`src/rtl/matrix_transpose_stream_pkg.sv`:
```
// Shared types and sizing for the streaming matrix transpose engine.
//   DATA_WIDTH : element width, passed through unchanged
//   MAX_DIM    : largest supported row/column count
//   DIM_W      : dimension field width (2**DIM_W > MAX_DIM)
package matrix_transpose_stream_pkg;

  localparam int unsigned DATA_WIDTH = 9;
  localparam int unsigned MAX_DIM    = 5;
  localparam int unsigned DIM_W      = 3;

  typedef logic [DATA_WIDTH-1:0] data_t;
  typedef logic [DIM_W-1:0]      dim_t;

  typedef enum logic [1:0] {
    ST_IDLE = 2'd0,
    ST_LOAD = 2'd1,
    ST_EMIT = 2'd2,
    ST_DONE = 2'd3
  } state_t;

  // One output beat: element plus end-of-matrix marker.
  typedef struct packed {
    data_t data;
    logic  last;
  } out_beat_t;

  // A dimension is usable when it is 1..MAX_DIM.
  function automatic logic dim_legal(input dim_t d);
    return (d != '0) && (d <= DIM_W'(MAX_DIM));
  endfunction

endpackage

```
`src/rtl/matrix_transpose_stream_if.sv`:
```
// Control, source stream, result stream and status bundle of the transpose engine.
//   master : request side (drives start/dims, source elements, out_ready)
//   slave  : engine side (drives in_ready, result stream, dims and status)
interface matrix_transpose_stream_if;
  import matrix_transpose_stream_pkg::*;

  logic  start;
  dim_t  rows_in;
  dim_t  cols_in;
  logic  in_valid;
  data_t in_data;
  logic  in_ready;
  logic  out_valid;
  data_t out_data;
  logic  out_ready;
  logic  out_last;
  dim_t  rows_out;
  dim_t  cols_out;
  logic  busy;
  logic  done;
  logic  err;

  modport master (
    output start, rows_in, cols_in, in_valid, in_data, out_ready,
    input  in_ready, out_valid, out_data, out_last, rows_out, cols_out, busy, done, err
  );

  modport slave (
    input  start, rows_in, cols_in, in_valid, in_data, out_ready,
    output in_ready, out_valid, out_data, out_last, rows_out, cols_out, busy, done, err
  );

endinterface

```
`src/rtl/matrix_transpose_stream_buffer.sv`:
```
// MAX_DIM x MAX_DIM element register file: one synchronous write port,
// one combinational read port, both addressed by (row, col).
//   clk              : write clock
//   wr_en/row/col    : write strobe and address
//   wr_data          : element to store
//   rd_row/rd_col    : read address
//   rd_data_c        : element at the read address (combinational)
module matrix_transpose_stream_buffer
  import matrix_transpose_stream_pkg::*;
(
  input  logic  clk,
  input  logic  wr_en,
  input  dim_t  wr_row,
  input  dim_t  wr_col,
  input  data_t wr_data,
  input  dim_t  rd_row,
  input  dim_t  rd_col,
  output data_t rd_data_c
);

  // Contents are don't-care after reset, so storage carries no reset.
  data_t mem [MAX_DIM][MAX_DIM];

  always_ff @(posedge clk) begin
    if (wr_en) mem[wr_row][wr_col] <= wr_data;
  end

  assign rd_data_c = mem[rd_row][rd_col];

endmodule

```
`src/rtl/matrix_transpose_stream.sv`:
```
// Element-serial matrix transpose: loads an R x C matrix row-major, then
// streams its C x R transpose row-major with valid/ready flow control.
//   clk, rst_n : clock and asynchronous active-low reset
//   bus        : slave side of the control/stream/status bundle
module matrix_transpose_stream
  import matrix_transpose_stream_pkg::*;
(
  input  logic                        clk,
  input  logic                        rst_n,
  matrix_transpose_stream_if.slave    bus
);

  state_t    state_q, state_d;
  dim_t      rows_q, rows_d;
  dim_t      cols_q, cols_d;
  // cnt_a: source row during load, result row (k) during emit.
  // cnt_b: source col during load, result col (m) during emit.
  dim_t      cnt_a_q, cnt_a_d;
  dim_t      cnt_b_q, cnt_b_d;
  logic      in_ready_q, in_ready_d;
  logic      out_valid_q, out_valid_d;
  out_beat_t out_q, out_d;
  logic      busy_q, busy_d;
  logic      done_q, done_d;
  logic      err_q, err_d;

  logic      in_hs_c;
  logic      out_hs_c;
  logic      wr_en_c;
  data_t     rd_data_c;

  assign in_hs_c  = bus.in_valid & in_ready_q;
  assign out_hs_c = out_valid_q & bus.out_ready;

  // Load writes buf[i][j]; emit reads buf[m][k] for result element (k, m).
  matrix_transpose_stream_buffer u_buf (
    .clk       (clk),
    .wr_en     (wr_en_c),
    .wr_row    (cnt_a_q),
    .wr_col    (cnt_b_q),
    .wr_data   (bus.in_data),
    .rd_row    (cnt_b_q),
    .rd_col    (cnt_a_q),
    .rd_data_c (rd_data_c)
  );

  // State and output registers.
  always_ff @(posedge clk or negedge rst_n) begin
    if (!rst_n) begin
      state_q     <= ST_IDLE;
      rows_q      <= '0;
      cols_q      <= '0;
      cnt_a_q     <= '0;
      cnt_b_q     <= '0;
      in_ready_q  <= 1'b0;
      out_valid_q <= 1'b0;
      out_q       <= '0;
      busy_q      <= 1'b0;
      done_q      <= 1'b0;
      err_q       <= 1'b0;
    end else begin
      state_q     <= state_d;
      rows_q      <= rows_d;
      cols_q      <= cols_d;
      cnt_a_q     <= cnt_a_d;
      cnt_b_q     <= cnt_b_d;
      in_ready_q  <= in_ready_d;
      out_valid_q <= out_valid_d;
      out_q       <= out_d;
      busy_q      <= busy_d;
      done_q      <= done_d;
      err_q       <= err_d;
    end
  end

  // Next-state and next-output logic.
  always_comb begin
    state_d     = state_q;
    rows_d      = rows_q;
    cols_d      = cols_q;
    cnt_a_d     = cnt_a_q;
    cnt_b_d     = cnt_b_q;
    in_ready_d  = in_ready_q;
    out_valid_d = out_valid_q;
    out_d       = out_q;
    err_d       = 1'b0;
    wr_en_c     = 1'b0;

    case (state_q)
      ST_IDLE: begin
        if (bus.start) begin
          if (dim_legal(bus.rows_in) && dim_legal(bus.cols_in)) begin
            rows_d     = bus.rows_in;
            cols_d     = bus.cols_in;
            cnt_a_d    = '0;
            cnt_b_d    = '0;
            in_ready_d = 1'b1;
            state_d    = ST_LOAD;
          end else begin
            err_d = 1'b1;
          end
        end
      end

      ST_LOAD: begin
        if (in_hs_c) begin
          wr_en_c = 1'b1;
          if (cnt_b_q == cols_q - DIM_W'(1)) begin
            cnt_b_d = '0;
            if (cnt_a_q == rows_q - DIM_W'(1)) begin
              cnt_a_d    = '0;
              in_ready_d = 1'b0;
              state_d    = ST_EMIT;
            end else begin
              cnt_a_d = cnt_a_q + DIM_W'(1);
            end
          end else begin
            cnt_b_d = cnt_b_q + DIM_W'(1);
          end
        end
      end

      ST_EMIT: begin
        if (out_hs_c && out_q.last) begin
          out_valid_d = 1'b0;
          out_d.last  = 1'b0;
          state_d     = ST_DONE;
        end else if (!out_valid_q || out_hs_c) begin
          // Fill the output register when empty or when its beat is taken.
          out_valid_d = 1'b1;
          out_d.data  = rd_data_c;
          out_d.last  = (cnt_a_q == cols_q - DIM_W'(1)) &&
                        (cnt_b_q == rows_q - DIM_W'(1));
          if (cnt_b_q == rows_q - DIM_W'(1)) begin
            cnt_b_d = '0;
            cnt_a_d = out_d.last ? '0 : cnt_a_q + DIM_W'(1);
          end else begin
            cnt_b_d = cnt_b_q + DIM_W'(1);
          end
        end
      end

      ST_DONE: begin
        state_d = ST_IDLE;
      end

      default: begin
        state_d = ST_IDLE;
      end
    endcase

    busy_d = (state_d == ST_LOAD) || (state_d == ST_EMIT);
    done_d = (state_d == ST_DONE);
  end

  assign bus.in_ready  = in_ready_q;
  assign bus.out_valid = out_valid_q;
  assign bus.out_data  = out_q.data;
  assign bus.out_last  = out_q.last;
  assign bus.rows_out  = cols_q;
  assign bus.cols_out  = rows_q;
  assign bus.busy      = busy_q;
  assign bus.done      = done_q;
  assign bus.err       = err_q;

endmodule

```
`src/flat_wrapper.sv`:
```
// flat-port wrapper written by rule: the top's interface ports become plain ports
module matrix_transpose_stream_flat import matrix_transpose_stream_pkg::*;
  (clk, rst_n, bus_start, bus_rows_in, bus_cols_in, bus_in_valid, bus_in_data, bus_out_ready, bus_in_ready, bus_out_valid, bus_out_data, bus_out_last, bus_rows_out, bus_cols_out, bus_busy, bus_done, bus_err);
  matrix_transpose_stream_if bus_i ();
  input  logic clk;
  input  logic rst_n;
  input wire logic [$bits(bus_i.start)-1:0] bus_start;
  input wire logic [$bits(bus_i.rows_in)-1:0] bus_rows_in;
  input wire logic [$bits(bus_i.cols_in)-1:0] bus_cols_in;
  input wire logic [$bits(bus_i.in_valid)-1:0] bus_in_valid;
  input wire logic [$bits(bus_i.in_data)-1:0] bus_in_data;
  input wire logic [$bits(bus_i.out_ready)-1:0] bus_out_ready;
  output wire logic [$bits(bus_i.in_ready)-1:0] bus_in_ready;
  output wire logic [$bits(bus_i.out_valid)-1:0] bus_out_valid;
  output wire logic [$bits(bus_i.out_data)-1:0] bus_out_data;
  output wire logic [$bits(bus_i.out_last)-1:0] bus_out_last;
  output wire logic [$bits(bus_i.rows_out)-1:0] bus_rows_out;
  output wire logic [$bits(bus_i.cols_out)-1:0] bus_cols_out;
  output wire logic [$bits(bus_i.busy)-1:0] bus_busy;
  output wire logic [$bits(bus_i.done)-1:0] bus_done;
  output wire logic [$bits(bus_i.err)-1:0] bus_err;
  assign bus_i.start = bus_start;
  assign bus_i.rows_in = bus_rows_in;
  assign bus_i.cols_in = bus_cols_in;
  assign bus_i.in_valid = bus_in_valid;
  assign bus_i.in_data = bus_in_data;
  assign bus_i.out_ready = bus_out_ready;
  assign bus_in_ready = bus_i.in_ready;
  assign bus_out_valid = bus_i.out_valid;
  assign bus_out_data = bus_i.out_data;
  assign bus_out_last = bus_i.out_last;
  assign bus_rows_out = bus_i.rows_out;
  assign bus_cols_out = bus_i.cols_out;
  assign bus_busy = bus_i.busy;
  assign bus_done = bus_i.done;
  assign bus_err = bus_i.err;
  matrix_transpose_stream u_core (.clk(clk), .rst_n(rst_n), .bus(bus_i));
endmodule
```
`config.mk`:
```
export PLATFORM = sky130hd
export DESIGN_NAME = matrix_transpose_stream_flat
export DESIGN_NICKNAME = d
export VERILOG_FILES = /design/src/rtl/matrix_transpose_stream_pkg.sv /design/src/rtl/matrix_transpose_stream_if.sv /design/src/rtl/matrix_transpose_stream_buffer.sv /design/src/rtl/matrix_transpose_stream.sv /design/src/flat_wrapper.sv
export SDC_FILE = /design/constraint.sdc
export NUM_CORES = 1
export LEC_CHECK = 0
export ABC_CLOCK_PERIOD_IN_PS = 3100
export CAP_MARGIN = 30
export CORE_AREA = 8 8 179 164
export DETAILED_ROUTE_END_ITERATION = 8
export DIE_AREA = 0 0 187 172
export HOLD_SLACK_MARGIN = 0.05
export PLACE_DENSITY_LB_ADDON = 0.2
export SETUP_SLACK_MARGIN = 0.4
export SYNTH_ARGS = -nofsm -noshare
export SYNTH_HDL_FRONTEND = slang
export SYNTH_SLANG_ARGS = --single-unit
```
`constraint.sdc`:
```
create_clock -name clk -period 3.1 [get_ports clk]
set_input_delay 0.62 -clock clk [delete_from_list [all_inputs] [get_ports clk]]
set_output_delay 0.62 -clock clk [all_outputs]
set_load 0.01 [all_outputs]
```
# After elaboration in Yosys (flattened, before gate mapping)
# Memory sizes are Yosys's and may differ from the RTL's.
# Cells that the tools add are included.
# op_classes
reduce_logical	21
addsub	4
n_bitwise	5
magnitude_cmp	5
muxes	45
eq_ne	18
# op_table
cell	n
45-bit 2-to-1 mux	1
3-bit 2-to-1 mux	14
9-bit binary-select mux with 3-bit select	1
9-bit demux with 3-bit select	1
9-bit 2-to-1 mux	3
3-bit case mux with 3 select lines	2
1-bit 2-to-1 mux	15
3-bit == test	4
2-bit 2-to-1 mux	6
2-bit by 1-bit != test with 1-bit output (second input constant)	6
6-bit AND reduction	2
3-bit nonzero test	3
2-bit == test (second input constant)	4
4-bit >= comparator (second input constant)	2
3-bit inverter with 4-bit output	2
2-bit case mux with 4 select lines	1
8-bit AND reduction	1
3-bit by 1-bit adder with 3-bit output (second input constant)	2
3-bit <= comparator (second input constant)	2
1-bit logical AND	6
3-bit AND reduction	2
3-bit by 1-bit subtractor with 3-bit output (second input constant)	2
2-bit by 1-bit == test with 1-bit output (second input constant)	2
4-bit by 1-bit less-than comparator with 1-bit output (second input constant)	1
other kinds (9)	13
# word_totals
regBits	29
output_inout_bits	21
inputBits	20
ram_bits	225
mem_count	1
elab_cells	111
# mem_list
memory	words	width	rd	rd_ports_with_merged_regs	wr	line_no	text
u_core.u_buf.mem	5	45	1	0	1	matrix_transpose_stream_buffer.sv:22	data_t mem [MAX_DIM][MAX_DIM];

# Longest topological paths before layout
# Gate-level depths: netlist of run 1.
# depth
ltp_word	8
mapped_depth	8

# Hierarchy
# A second synthesis of run 1 with hierarchy kept.
# hier_totals
hier_cells	614
area_unflattened_um2	10537.6
# by_module_without_submodules
module	cells_each	area_per_inst_um2	seq_area_each_um2	instances
matrix_transpose_stream_buffer	468	8952.3	6756.5	1
matrix_transpose_stream	146	1585.3	725.7	1

# Worst setup path before layout of run 1
# OpenSTA, ideal clock, no wires.
# synth_path
path_type	register to register
startpoint	register u_core.rows_q[0] (netlist: u_core.bus.cols_out[0])
endpoint	register u_core.cnt_a_q[2]
setup_ns	0.134
period_less_slack_ns	2.318
t_arrival_ns	2.184
path_slack_ns	0.782
stages_incl_launch_ff	8
path_cell_list	dfrtp_1 inv_1 ha_1 xnor2_2 or4_4 o311a_4 o211ai_2 o211ai_2
# synth_between
elab_chain_len	8
# synth_lines
item	line_no	text
start: declaration	matrix_transpose_stream.sv:14	dim_t rows_q, rows_d;
start signal: assignment	matrix_transpose_stream.sv:63	rows_q <= rows_d;
3-bit by 1-bit subtractor with 3-bit output (*)	matrix_transpose_stream.sv:110, matrix_transpose_stream.sv:133, matrix_transpose_stream.sv:134	
3-bit == test	matrix_transpose_stream.sv:133, matrix_transpose_stream.sv:134	
1-bit logical AND	matrix_transpose_stream.sv:132	out_d.last = (cnt_a_q == cols_q - DIM_W'(1)) &&
3-bit 2-to-1 mux	matrix_transpose_stream.sv:136	cnt_a_d = out_d.last ? '0 : cnt_a_q + DIM_W'(1);
3-bit 2-to-1 mux	matrix_transpose_stream.sv:134	if (cnt_b_q == rows_q - DIM_W'(1)) begin
3-bit 2-to-1 mux	matrix_transpose_stream.sv:128	end else if (!out_valid_q || out_hs_c) begin
3-bit 2-to-1 mux	matrix_transpose_stream.sv:124	if (out_hs_c && out_q.last) begin
3-bit case mux with 3 select lines	matrix_transpose_stream.sv:89	case (state_q)
end signal: assignment	matrix_transpose_stream.sv:65	cnt_a_q <= cnt_a_d;
end: declaration	matrix_transpose_stream.sv:18	dim_t cnt_a_q, cnt_a_d;
# Mark *: on every way between the ends. The rest lies on a longest branch, timed or not. The select of a mux whose other input is x is not followed.
# A chain may end at the register's enable or synchronous reset.

# Final worst setup path of run 1
# layout_path
startpoint	register u_core.cols_q[0] (netlist: u_core.bus.rows_out[0])
endpoint	register u_core.busy_q (netlist: u_core.bus.busy)
# layout_between
elab_chain_len	7
# layout_lines
item	line_no	text
start: declaration	matrix_transpose_stream.sv:15	dim_t cols_q, cols_d;
start signal: assignment	matrix_transpose_stream.sv:64	cols_q <= cols_d;
3-bit by 1-bit subtractor with 3-bit output (*)	matrix_transpose_stream.sv:108	if (cnt_b_q == cols_q - DIM_W'(1)) begin
3-bit == test (*)	matrix_transpose_stream.sv:108	
2-bit 2-to-1 mux (*)	matrix_transpose_stream.sv:108	
2-bit 2-to-1 mux (*)	matrix_transpose_stream.sv:106	if (in_hs_c) begin
2-bit case mux with 4 select lines (*)	matrix_transpose_stream.sv:89	
2-bit by 1-bit == test with 1-bit output / 2-bit == test (equally long branches)	matrix_transpose_stream.sv:152	busy_d = (state_d == ST_LOAD) || (state_d == ST_EMIT);
1-bit logical OR (*)	matrix_transpose_stream.sv:152	
named net u_core.busy_d	matrix_transpose_stream.sv:23	logic busy_q, busy_d;
end signal: assignment	matrix_transpose_stream.sv:70	busy_q <= busy_d;
end: declaration	matrix_transpose_stream.sv:23	
# Mark *: on every way through the listed nets, which the timed path passes. The rest lies on a longest branch.

==> metrics.txt, run 1 <==
outcome=finished, final reports clean; power density over cell area=approximately 800 nW/um2; effective utilization at floorplan=roughly two fifths; number of gates resized after CTS=0; highest clock rate=slightly below 400 MHz; Detailed Place HPWL=15.14 mm; first-pass iteration count of the detailed router=5; fraction of final layout cells sized beyond drive strength 1=between 10 and 15%; synthesized flop and latch total=254; height of the chip=172 um; global-route wire length before repair=approximately 37 mm; antenna violations before repair=0; number of warning messages in the yosys log=0; number of placement rows=57; top library cells by usage in the layout, fill and taps aside=225 x sky130_fd_sc_hd__edfxtp_1, 81 x sky130_fd_sc_hd__mux2i_1, 55 x sky130_fd_sc_hd__o22ai_1, 40 x sky130_fd_sc_hd__clkdlybuf4s50_1, 39 x sky130_fd_sc_hd__a21oi_1; multi-input logic area=between 2000 and 3000 um2; number of H-tree branching levels=1; Worst Setup Start Kind=flop; vias in the first global route=5942; area of the core=about 26000 um2; total setup violations reported at the end of the flow=0; number of buffers inserted by hold repair at cts=0; net total in the final layout=between 700 and 800; Diodes inserted=0; setup repair after global routing missed its margin=false; type of destination of the critical path=flop; crit path DAT=2.94 ns; clock group share of total power=33.5%; remaining design rule violation count=0; Async S/R FF share, synth=a little under an eighth; syn_nets=around 670; worst slew pin tran=0.7474 ns; flip-flop cell with the highest count after synthesis=sky130_fd_sc_hd__edfxtp_1; Final Core Density=46.17%; die span in x=187 um; logic depth of the worst register-to-register path=8; number of buffers added for setup after CTS=0; DRT antenna net count=0; share of total power consumed by net switching=between 20 and 30%; I/O pin total=41; leading cell types by total area after synthesis=sky130_fd_sc_hd__edfxtp_1 66%, sky130_fd_sc_hd__mux2i_1 7.9%, sky130_fd_sc_hd__dfrtp_1 7.0%, sky130_fd_sc_hd__o22ai_1 3.3%, sky130_fd_sc_hd__mux4_2 2.0%; routed wire length per instance=22.14 um; Total Routed Length=24.00 mm; net switching power figure=0.002759 W; Max-cap violations=0; clock tree from TritonCTS=built; Post-synth EDFFs=225; sequential area share after synthesis=72.62%; drt initial violations=between 400 and 500; share of total power in sequential cells=43.1%; number of buffers on the longest clock path=3; cell leakage power=3.968 nW; kind of critical path=reg2reg; Clock Skew=roughly 0.009 ns; Min-Delay Path Class=in2async; clock network latency to the later pin of the worst-skew pair=about 0.53 ns; max-slew violation count=0; library cells used by synthesis=54; fraction of the cycle the final worst path needs=81.65%; Filler Cell Count=roughly 2.3k; timing startpoint of the critical path=u_core.bus.rows_out[0]; gr ovfl total=0; sequential cell area=around 7500 um2; via count normalized by instance count=about 5.3; Worst VDD drop=0.0004118 V; Mapped Area=slightly above 10000 um2; All-Layer GR Usage=14.83%; total power=0.009664 W; number of hold-slack violations in the final timing report=0; internal reg-to-reg setup slack=0.57 ns; most common cell after layout, fill and taps aside=sky130_fd_sc_hd__edfxtp_1; vias after detailed routing=approximately 5.8k; TritonCTS Buffers=27; GPL Wtd Cong=between 0.8 and 0.9; hold slack final=a little under 0.5 ns; part of the power in combinational logic=23.4%; maximum number of pins on one net before global-route repair=52; Critical R2R Capture=u_core.bus.busy; # clock sinks=between 200 and 300; worst endpoint required time=approximately 3.5 ns; internal portion of total power=0.006905 W; critical path fanouts, max=4; setup TNS=0 ns; Yosys top cell area share=about two thirds; cell at the root of the clock tree=sky130_fd_sc_hd__clkbuf_16; number of port buffers=40; clock edge transition at the registers on the reported setup and hold paths=roughly 0.060 ns; library cell with the largest summed area after synthesis=sky130_fd_sc_hd__edfxtp_1; area growth from synthesis to layout=18.56%; reg2reg start=u_core.bus.rows_out[0]; cells after synthesis=638; die footprint=32160 um2; Worst slew margin=about 50%; mean cell area of the mapped netlist=approximately 16 um2; minimum clock period=between 2 and 3 ns
[worst max-delay path: stages, from the launching register on]
cell	delay [ns]
sky130_fd_sc_hd__dfrtp_1	0.46
sky130_fd_sc_hd__inv_1	0.09
sky130_fd_sc_hd__ha_1	0.34
sky130_fd_sc_hd__xnor2_1	0.16
sky130_fd_sc_hd__or2_1	0.28
sky130_fd_sc_hd__nor4_2	0.30
sky130_fd_sc_hd__o22ai_1	0.16
sky130_fd_sc_hd__a221oi_1	0.34
sky130_fd_sc_hd__ha_1	0.29
[cell usage after synthesis (13+ instances only)]
library cell and instances:
sky130_fd_sc_hd__edfxtp_1 225, sky130_fd_sc_hd__mux2i_1 81, sky130_fd_sc_hd__o22ai_1 55, sky130_fd_sc_hd__a21oi_1 39, sky130_fd_sc_hd__nor2_1 33, sky130_fd_sc_hd__dfrtp_1 29
sky130_fd_sc_hd__clkbuf_1 22, sky130_fd_sc_hd__o21ai_0 20, sky130_fd_sc_hd__inv_1 14, sky130_fd_sc_hd__nand2_1 14, sky130_fd_sc_hd__buf_2 13
[routing by layer]
layer	global-route usage [%]	vias to the layer above	share of wire [%]
met5	0	-	0
met4	4.243	0	2.3
met3	2.762	37	5.6
met2	24.78	171	48
met1	19.70	2930	44
li1	-	2660	-
[cell type report]
| cell class | instances | share of cell area (%) |
|---|---|---|
| flip-flops and latches | 254 | 61.29 |
| multi-input cells | 331 | 21.25 |
| repair buffers | 81 | 6.105 |
| clock buffers | 38 | 5.951 |
| well taps | 354 | 3.626 |
| clock inverters | 12 | 1.342 |
| inverters | 14 | 0.4302 |
[power by group through the flow]
stage	Clock [W]	Combinational [W]	Sequential, W
after floorplan	0	0.00147	0.00417
after global placement	0	0.00225	0.00423
after detailed placement	0	0.00228	0.00424
after CTS	0.00330	0.00228	0.00417
after global routing	0.00343	0.00246	0.00419
final	0.00324	0.00226	0.00417
[logic make-up after synthesis]
kind of cell / count (synthesis) / share of synthesized area (%)
AOI/OAI and AO/OA: 144 / 8.938
xor gates and xnor gates: 13 / 1.603
adders and majority gates: 8 / 0.9715
buffers and inverters: 53 / 2.271
DFF: 254 / 72.62
muxes: 92 / 10.05
and+or+nand+nor: 74 / 3.546
[stage by stage]
| step | cells | instance area [um2] | setup WS, ns |
|---|---|---|---|
| 6_report | 1084 | 12220 | 0.5689 |
| 5_1_grt | 1084 | 12220 | 0.4620 |
| 4_1_cts | 1084 | 12210 | 0.4249 |
| 3_5_place_dp | 1034 | 11320 | 0.4505 |
| 3_3_place_gp | 1034 | 11320 | 0.5109 |
| 2_1_floorplan | 638 | 10300 | 0.7824 |
[worst max-delay path by stage]
stage / to / slack (ns)
after floorplan: u_core.cnt_a_q[2] / 0.78
after global routing: u_core.bus.busy / 0.46
after CTS: u_core.bus.busy / 0.42
final: u_core.bus.busy / 0.57
after global placement: u_core.bus.busy / 0.51
after detailed placement: u_core.bus.busy / 0.45
[registers in the layout, indices dropped and copies added, names as in the netlist, 2 cells and up]
signal               flops
u_core.u_buf.mem       225
u_core.bus.out_data      9
u_core.bus.cols_out      3
u_core.bus.rows_out      3
u_core.cnt_a_q           3
u_core.cnt_b_q           3
u_core.state_q           2
Note: power is estimated with default switching activity, not from simulation.
==> run 2: changes to the inputs <==
ABC_CLOCK_PERIOD_IN_PS = 2400   (was 3100)
clock period = 2.4 ns   (was 3.1 ns; I/O delays follow)
==> run 2 against run 1 <==
Net effect: register-to-register slack got worse by 0.39 ns; first-iteration DRC count rose by 11%; critical path depth unchanged; global-route usage increased by 1.3 points; clock skew decreased by 0.00068 ns; routed wire length up 9.5%.
==> metrics.txt, run 2 (synthesized netlist as in run 1, its figures left out) <==
outcome=finished, final reports clean; Min-Delay Path Class=in2async; met3 routing resource usage after global routing=2.843% (+0.081 points); Top Usage Layer GRT=met2; GPL Wtd Cong=0.8316 (+3.0%); setup TNS=0 ns (unchanged); vias after detailed routing=6139 (+5.9%); minimum clock period=2.216 ns (-0.3148 ns); # clock sinks=254 (unchanged); area of the core=26460 um2 (unchanged); Worst Setup Start Kind=flop; sequential cell area=7491 um2 (about the same); Detailed Place HPWL=15.64 mm (+3.2%); register ranked first by flip-flop count=u_core.u_buf.mem; number of port buffers=40 (unchanged); Worst slew margin=72.23% (+22 points); crit path DAT=2.62 ns (-0.32 ns); worst path setup slack after routing=0.1838 ns (-0.3852 ns); total placed instance area=11570 um2 (+2.2%); first-pass iteration count of the detailed router=5 (unchanged); die footprint=32160 um2 (unchanged); clock edge transition at the registers on the reported setup and hold paths=0.06 ns (about the same); height of the chip=172 um (unchanged); number of flip-flops in the largest register=225 (unchanged); effective utilization at floorplan=38.94% (unchanged); Worst VDD drop=0.0007911 V (+92%); maximum number of pins on one net before global-route repair=30 (-42%); top library cells by usage in the layout, fill and taps aside=225 x sky130_fd_sc_hd__edfxtp_1, 59 x sky130_fd_sc_hd__buf_4, 48 x sky130_fd_sc_hd__mux2i_1, 30 x sky130_fd_sc_hd__o22ai_1, 29 x sky130_fd_sc_hd__clkbuf_16; area growth from synthesis to layout=33.76%; cell at the root of the clock tree=sky130_fd_sc_hd__clkbuf_16; cell leakage power=4.588 nW (+16%); design area=13780 um2 (+13%); type of destination of the critical path=flop; met2 track demand over resource in global routing=26.33% (+1.6 points); Max-cap violations=0 (unchanged); antenna violations before repair=0 (unchanged); net total in the final layout=799 (+8.4%); Total Routed Length=26.28 mm (+9.5%); die span in x=187 um (unchanged); worst setup slack after placement=0.006564 ns (-0.4439 ns); number of buffers on the longest clock path=3 (unchanged); drt initial violations=482 (+11%); Final Core Density=52.09% (+5.9 points); most common cell after layout, fill and taps aside=sky130_fd_sc_hd__edfxtp_1; global-route wire length before repair=39.56 mm (+7.9%); clock tree from TritonCTS=built; All-Layer GR Usage=16.10% (+1.3 points); number of placement rows=57 (unchanged); kind of critical path=reg2reg; I/O pin total=41 (unchanged); routed wire length per instance=22.93 um (+3.6%); met1 usage=21.82% (+2.1 points); clock network latency to the later pin of the worst-skew pair=0.53 ns (about the same); power density over cell area=993.9 nW/um2 (+26%); gr ovfl total=0 (unchanged); worst endpoint required time=2.80 ns (-0.71 ns); Clock Skew=0.008381 ns (-0.0006796 ns); TritonCTS Buffers=27 (unchanged); DRT antenna net count=0 (unchanged); number of hold-slack violations in the final timing report=0 (unchanged); total setup violations reported at the end of the flow=0 (unchanged); remaining design rule violation count=0 (unchanged); vias in the first global route=6458 (+8.7%); highest clock rate=451.2 MHz (+14%); multi-input logic area=3357 um2 (+29%); Diodes inserted=0 (unchanged); setup repair after global routing missed its margin=true; number of H-tree branching levels=1 (unchanged); internal reg-to-reg setup slack=0.18 ns (-0.39 ns); worst slew pin tran=0.4151 ns (-0.3323 ns); max-slew violation count=0 (unchanged); via count normalized by instance count=5.357 (+0.15%); Filler Cell Count=2129 (-6.4%); fraction of final layout cells sized beyond drive strength 1=37.37% (+23 points); critical path fanouts, max=3 (-1); fraction of the cycle the final worst path needs=92.34% (+11 points)
[run 2: cell count changes in the layout (fill, tap and decap cells not counted), sizes merged]
cell	before	now
buf	41	101
clkdlybuf4s50	40	28
dlygate4sd2	0	10
clkinv	6	10
bufinv	4	2
dlymetal6s2s	0	2
bufbuf	0	1
clkinvlp	1	0
[run 2: cell type report]
type	instances	area share, %
multi-input cells	331	24.36
inverters	14	0.3813
repair buffers	143	11.46
clock buffers	37	5.402
well taps	354	3.214
clock inverters	13	0.8352
flip-flops and latches	254	54.35
[run 2: repair_timing]
action | 4_1_cts | 5_1_grt
cloned | 13 | 1
hold buffers | 0 | 0
endpoints found under the setup margin | 253 | 165
resized for setup | 88 | 126
setup buffers | 19 | 11
pin swaps | 26 | 33
[run 2: worst paths after layout]
path,start,to,cells past startpoint
setup / recovery,u_core.bus.cols_out[0],u_core.cnt_a_q[2],8
hold / removal,rst_n,u_core.bus.err,2
setup reg to reg,u_core.bus.cols_out[0],u_core.cnt_a_q[2],8
hold reg to reg,u_core.bus.out_data[6],u_core.bus.out_data[6],1
max in group asynchronous,rst_n,u_core.cnt_b_q[0],2
min in group clk,u_core.bus.out_data[6],u_core.bus.out_data[6],1
[run 2: where the power goes]
part / leakage (nW) / internal, W / switching, W / total [W]
clock network: 0.427 / 0.00238 / 0.00164 / 0.00402
registers: 2.37 / 0.00510 / 0.000269 / 0.00537
logic: 1.79 / 0.00212 / 0.00218 / 0.00430
total: 4.59 / 0.00961 / 0.00409 / 0.0137
[run 2: per-stage QoR]
stage / instances / power, W / hold slack [ns]
final: 1146 / 0.01370 / 0.3439
after global routing: 1146 / 0.01425 / 0.3833
after CTS: 1134 / 0.01315 / 0.3432
after detailed placement: 1052 / 0.008681 / 0.5475
after global placement: 1052 / 0.008631 / 0.5292
after floorplan: 638 / 0.007426 / 0.1844
[run 2: critical path: stages, from the launching register on]
cell and delay, ns:
sky130_fd_sc_hd__dfrtp_2 0.42, sky130_fd_sc_hd__inv_2 0.08, sky130_fd_sc_hd__ha_4 0.22, sky130_fd_sc_hd__buf_12 0.13
sky130_fd_sc_hd__xnor2_4 0.12, sky130_fd_sc_hd__or4_4 0.49, sky130_fd_sc_hd__o311a_4 0.36, sky130_fd_sc_hd__o211ai_2 0.18
sky130_fd_sc_hd__o211ai_2 0.10
[run 2: per-layer routing]
| metal | vias to the layer above | part of all wire (%) |
|---|---|---|
| met5 | - | 0 |
| met4 | 0 | 2.5 |
| met3 | 42 | 5.8 |
| met2 | 189 | 48 |
| met1 | 3125 | 44 |
| li1 | 2783 | - |
==> run 3: changes to the inputs <==
CORE_AREA = 8 8 202 184   (was 8 8 179 164)
DIE_AREA = 0 0 210 192   (was 0 0 187 172)
==> run 3 against run 2 <==
Net effect: power fell by 1.2%; first-iteration DRC count fell by 16%; sequential share of layout area down 0.39 points; combinational power hardly changed; cell count is 9.6% higher; via count grew 0.98%; clock skew is 0.0089 ns higher; register-to-register slack better by 0.03 ns; sequential power about the same; core utilization decreased by 11 points; critical endpoint unchanged.
==> metrics.txt, run 3 (synthesized netlist as in run 1, its figures left out) <==
outcome=finished, final reports clean; routed wire length per instance=22.25 um (-3.0%); critical path fanouts, max=3 (unchanged); fraction of final layout cells sized beyond drive strength 1=34.68% (-2.7 points); antenna violations before repair=0 (unchanged); minimum clock period=2.184 ns (-0.03199 ns); hold slack final=0.3389 ns (-0.005073 ns); crit path DAT=2.59 ns (-0.03 ns); Worst slew margin=55.04% (-17 points); effective utilization at floorplan=30.56% (-8.4 points); worst-path cell chain=inv_2 > ha_4 > buf_12 > xnor2_4 > or4_4 > o311a_4 > o211ai_2 > o211ai_2; worst slew pin tran=0.6728 ns (+0.2577 ns); vias after detailed routing=6199 (+0.98%); Worst Setup Start Kind=flop; Max stage delay cell, worst path=sky130_fd_sc_hd__or4_4; global-route wire length before repair=38.29 mm (-3.2%); Clock Skew=0.01730 ns (+0.008922 ns); maximum number of pins on one net before global-route repair=37 (+23%); setup TNS=0 ns (unchanged); Filler Cell Count=3039 (+43%); cell at the root of the clock tree=sky130_fd_sc_hd__clkbuf_16; net total in the final layout=801 (+0.25%); Total Routed Length=27.95 mm (+6.4%); area of the core=33710 um2 (+27%); # clock sinks=254 (unchanged); power density over cell area=974.9 nW/um2 (-1.9%); register ranked first by flip-flop count=u_core.u_buf.mem; first-pass iteration count of the detailed router=4 (-1); total setup violations reported at the end of the flow=0 (unchanged); number of hold-slack violations in the final timing report=0 (unchanged); drt initial violations=405 (-16%); most common cell after layout, fill and taps aside=sky130_fd_sc_hd__edfxtp_1; delay of the slowest cell on the worst path=0.44 ns (-0.05 ns); type of destination of the critical path=flop; die footprint=40320 um2 (+25%); cell repeated most along the worst path=sky130_fd_sc_hd__o211ai_2; area growth from synthesis to layout=34.69%; cell leakage power=4.570 nW (-0.37%); worst endpoint required time=2.80 ns (about the same); TritonCTS Buffers=28 (+3.7%); dominant delay contributor by cell family on the critical path=compound AO/OA/AOI/OAI gates; buffering stage count on the worst path with inverters included=2 (unchanged); remaining design rule violation count=0 (unchanged); number of buffers on the longest clock path=3 (unchanged); kind of critical path=reg2reg; Detailed Place HPWL=15.98 mm (+2.2%); setup repair after global routing missed its margin=true; number of flip-flops in the largest register=225 (unchanged); number of port buffers=40 (unchanged); number of H-tree branching levels=1 (unchanged); fraction of the cycle the final worst path needs=91.01% (-1.3 points); GPL Wtd Cong=0.7973 (-4.1%); Worst VDD drop=0.0005253 V (-34%); max-slew violation count=0 (unchanged); gr ovfl total=0 (unchanged); DRT antenna net count=0 (unchanged); I/O pin total=41 (unchanged); number of buffers inserted by hold repair at cts=0 (unchanged); vias in the first global route=6186 (-4.2%); clock tree from TritonCTS=built; top library cells by usage in the layout, fill and taps aside=225 x sky130_fd_sc_hd__edfxtp_1, 57 x sky130_fd_sc_hd__buf_4, 55 x sky130_fd_sc_hd__mux2i_1, 37 x sky130_fd_sc_hd__clkbuf_16, 31 x sky130_fd_sc_hd__o22ai_1; clock edge transition at the registers on the reported setup and hold paths=0.06 ns (about the same); die span in x=210 um (+12%); height of the chip=192 um (+12%); Min-Delay Path Class=in2async; via count normalized by instance count=4.936 (-7.9%); number of placement rows=64 (+12%); All-Layer GR Usage=12.47% (-3.6 points); Max-cap violations=0 (unchanged); highest clock rate=457.8 MHz (+1.5%); clock network latency to the later pin of the worst-skew pair=0.54 ns (about the same)
run 3: cell count changes in the layout (fill, tap and decap cells not counted), sizes merged, moves of 2 or more:
cell,previous run,this run
clkbuf,38,51
bufinv,2,0
buf,101,93
clkinv,10,7
clkdlybuf4s50,28,26
dlymetal6s2s,2,4
run 3: per-stage QoR:
stage	setup slack [ns]	utilization, %	cell area (um2)	instances	total power [W]
after floorplan	0.3288	-	10370	638	0.007426
after global placement	0.01248	34.79	11730	1155	0.008657
after detailed placement	-0.03451	34.79	11730	1155	0.008706
after CTS	0.1920	37.60	12670	1216	0.01267
after global routing	0.1346	41.16	13880	1255	0.01409
final	0.2158	41.17	13880	1256	0.01353
run 3: routing by layer:
metal / up-vias / global-route usage, % / part of all wire, %
met4: 0 / 3.819 / 2.6
met5: - / 0 / 0
met3: 44 / 2.365 / 5.5
met2: 176 / 20.45 / 47
li1: 2807 / - / -
met1: 3172 / 16.61 / 45
run 3: power by group:
group          switching (W)  internal, W
Combinational        0.00221      0.00211
Clock                0.00163      0.00221
Sequential          0.000263      0.00510
run 3: worst register-to-register path: cells and delay by family, from the launching register on:
family,cells,cell delay [ns]
compound gates,3,0.62
xor+xnor,1,0.15
fa+ha+maj,1,0.22
buf+inv,2,0.22
flops,1,0.43
simple gates,1,0.44
run 3: path summary, 6_finish.rpt:
path / startpoint / to / slack [ns] / cells after the start
min reg2reg: u_core.bus.out_data[5] / u_core.bus.out_data[5] / 0.56 / 1
min in group clk: bus_start / u_core.bus.err / 0.53 / 3
max in group asynchronous: rst_n / u_core.cnt_b_q[0] / 1.73 / 2
max reg2reg: u_core.bus.cols_out[0] / u_core.cnt_a_q[2] / 0.22 / 8
min: rst_n / u_core.bus.busy / 0.34 / 2
max: u_core.bus.cols_out[0] / u_core.cnt_a_q[2] / 0.22 / 8
run 3: layout make-up:
cell class / instances / area, um2 / share of cell area [%]
flip-flops and latches: 254 / 7490 / 53.97
multi-input cells: 332 / 3257 / 23.47
repair buffers: 143 / 1675 / 12.07
clock buffers: 42 / 773.2 / 5.572
well taps: 462 / 578.1 / 4.165
inverters: 14 / 52.55 / 0.3787
clock inverters: 8 / 50.05 / 0.3606
diodes: 1 / 2.502 / 0.01803
run 3: what timing repair did:
action,in CTS,in global routing
gates cloned,1,17
endpoints found under the setup margin,38,250
pin swaps,8,30
buffers inserted,10,22
gates resized for setup,18,160
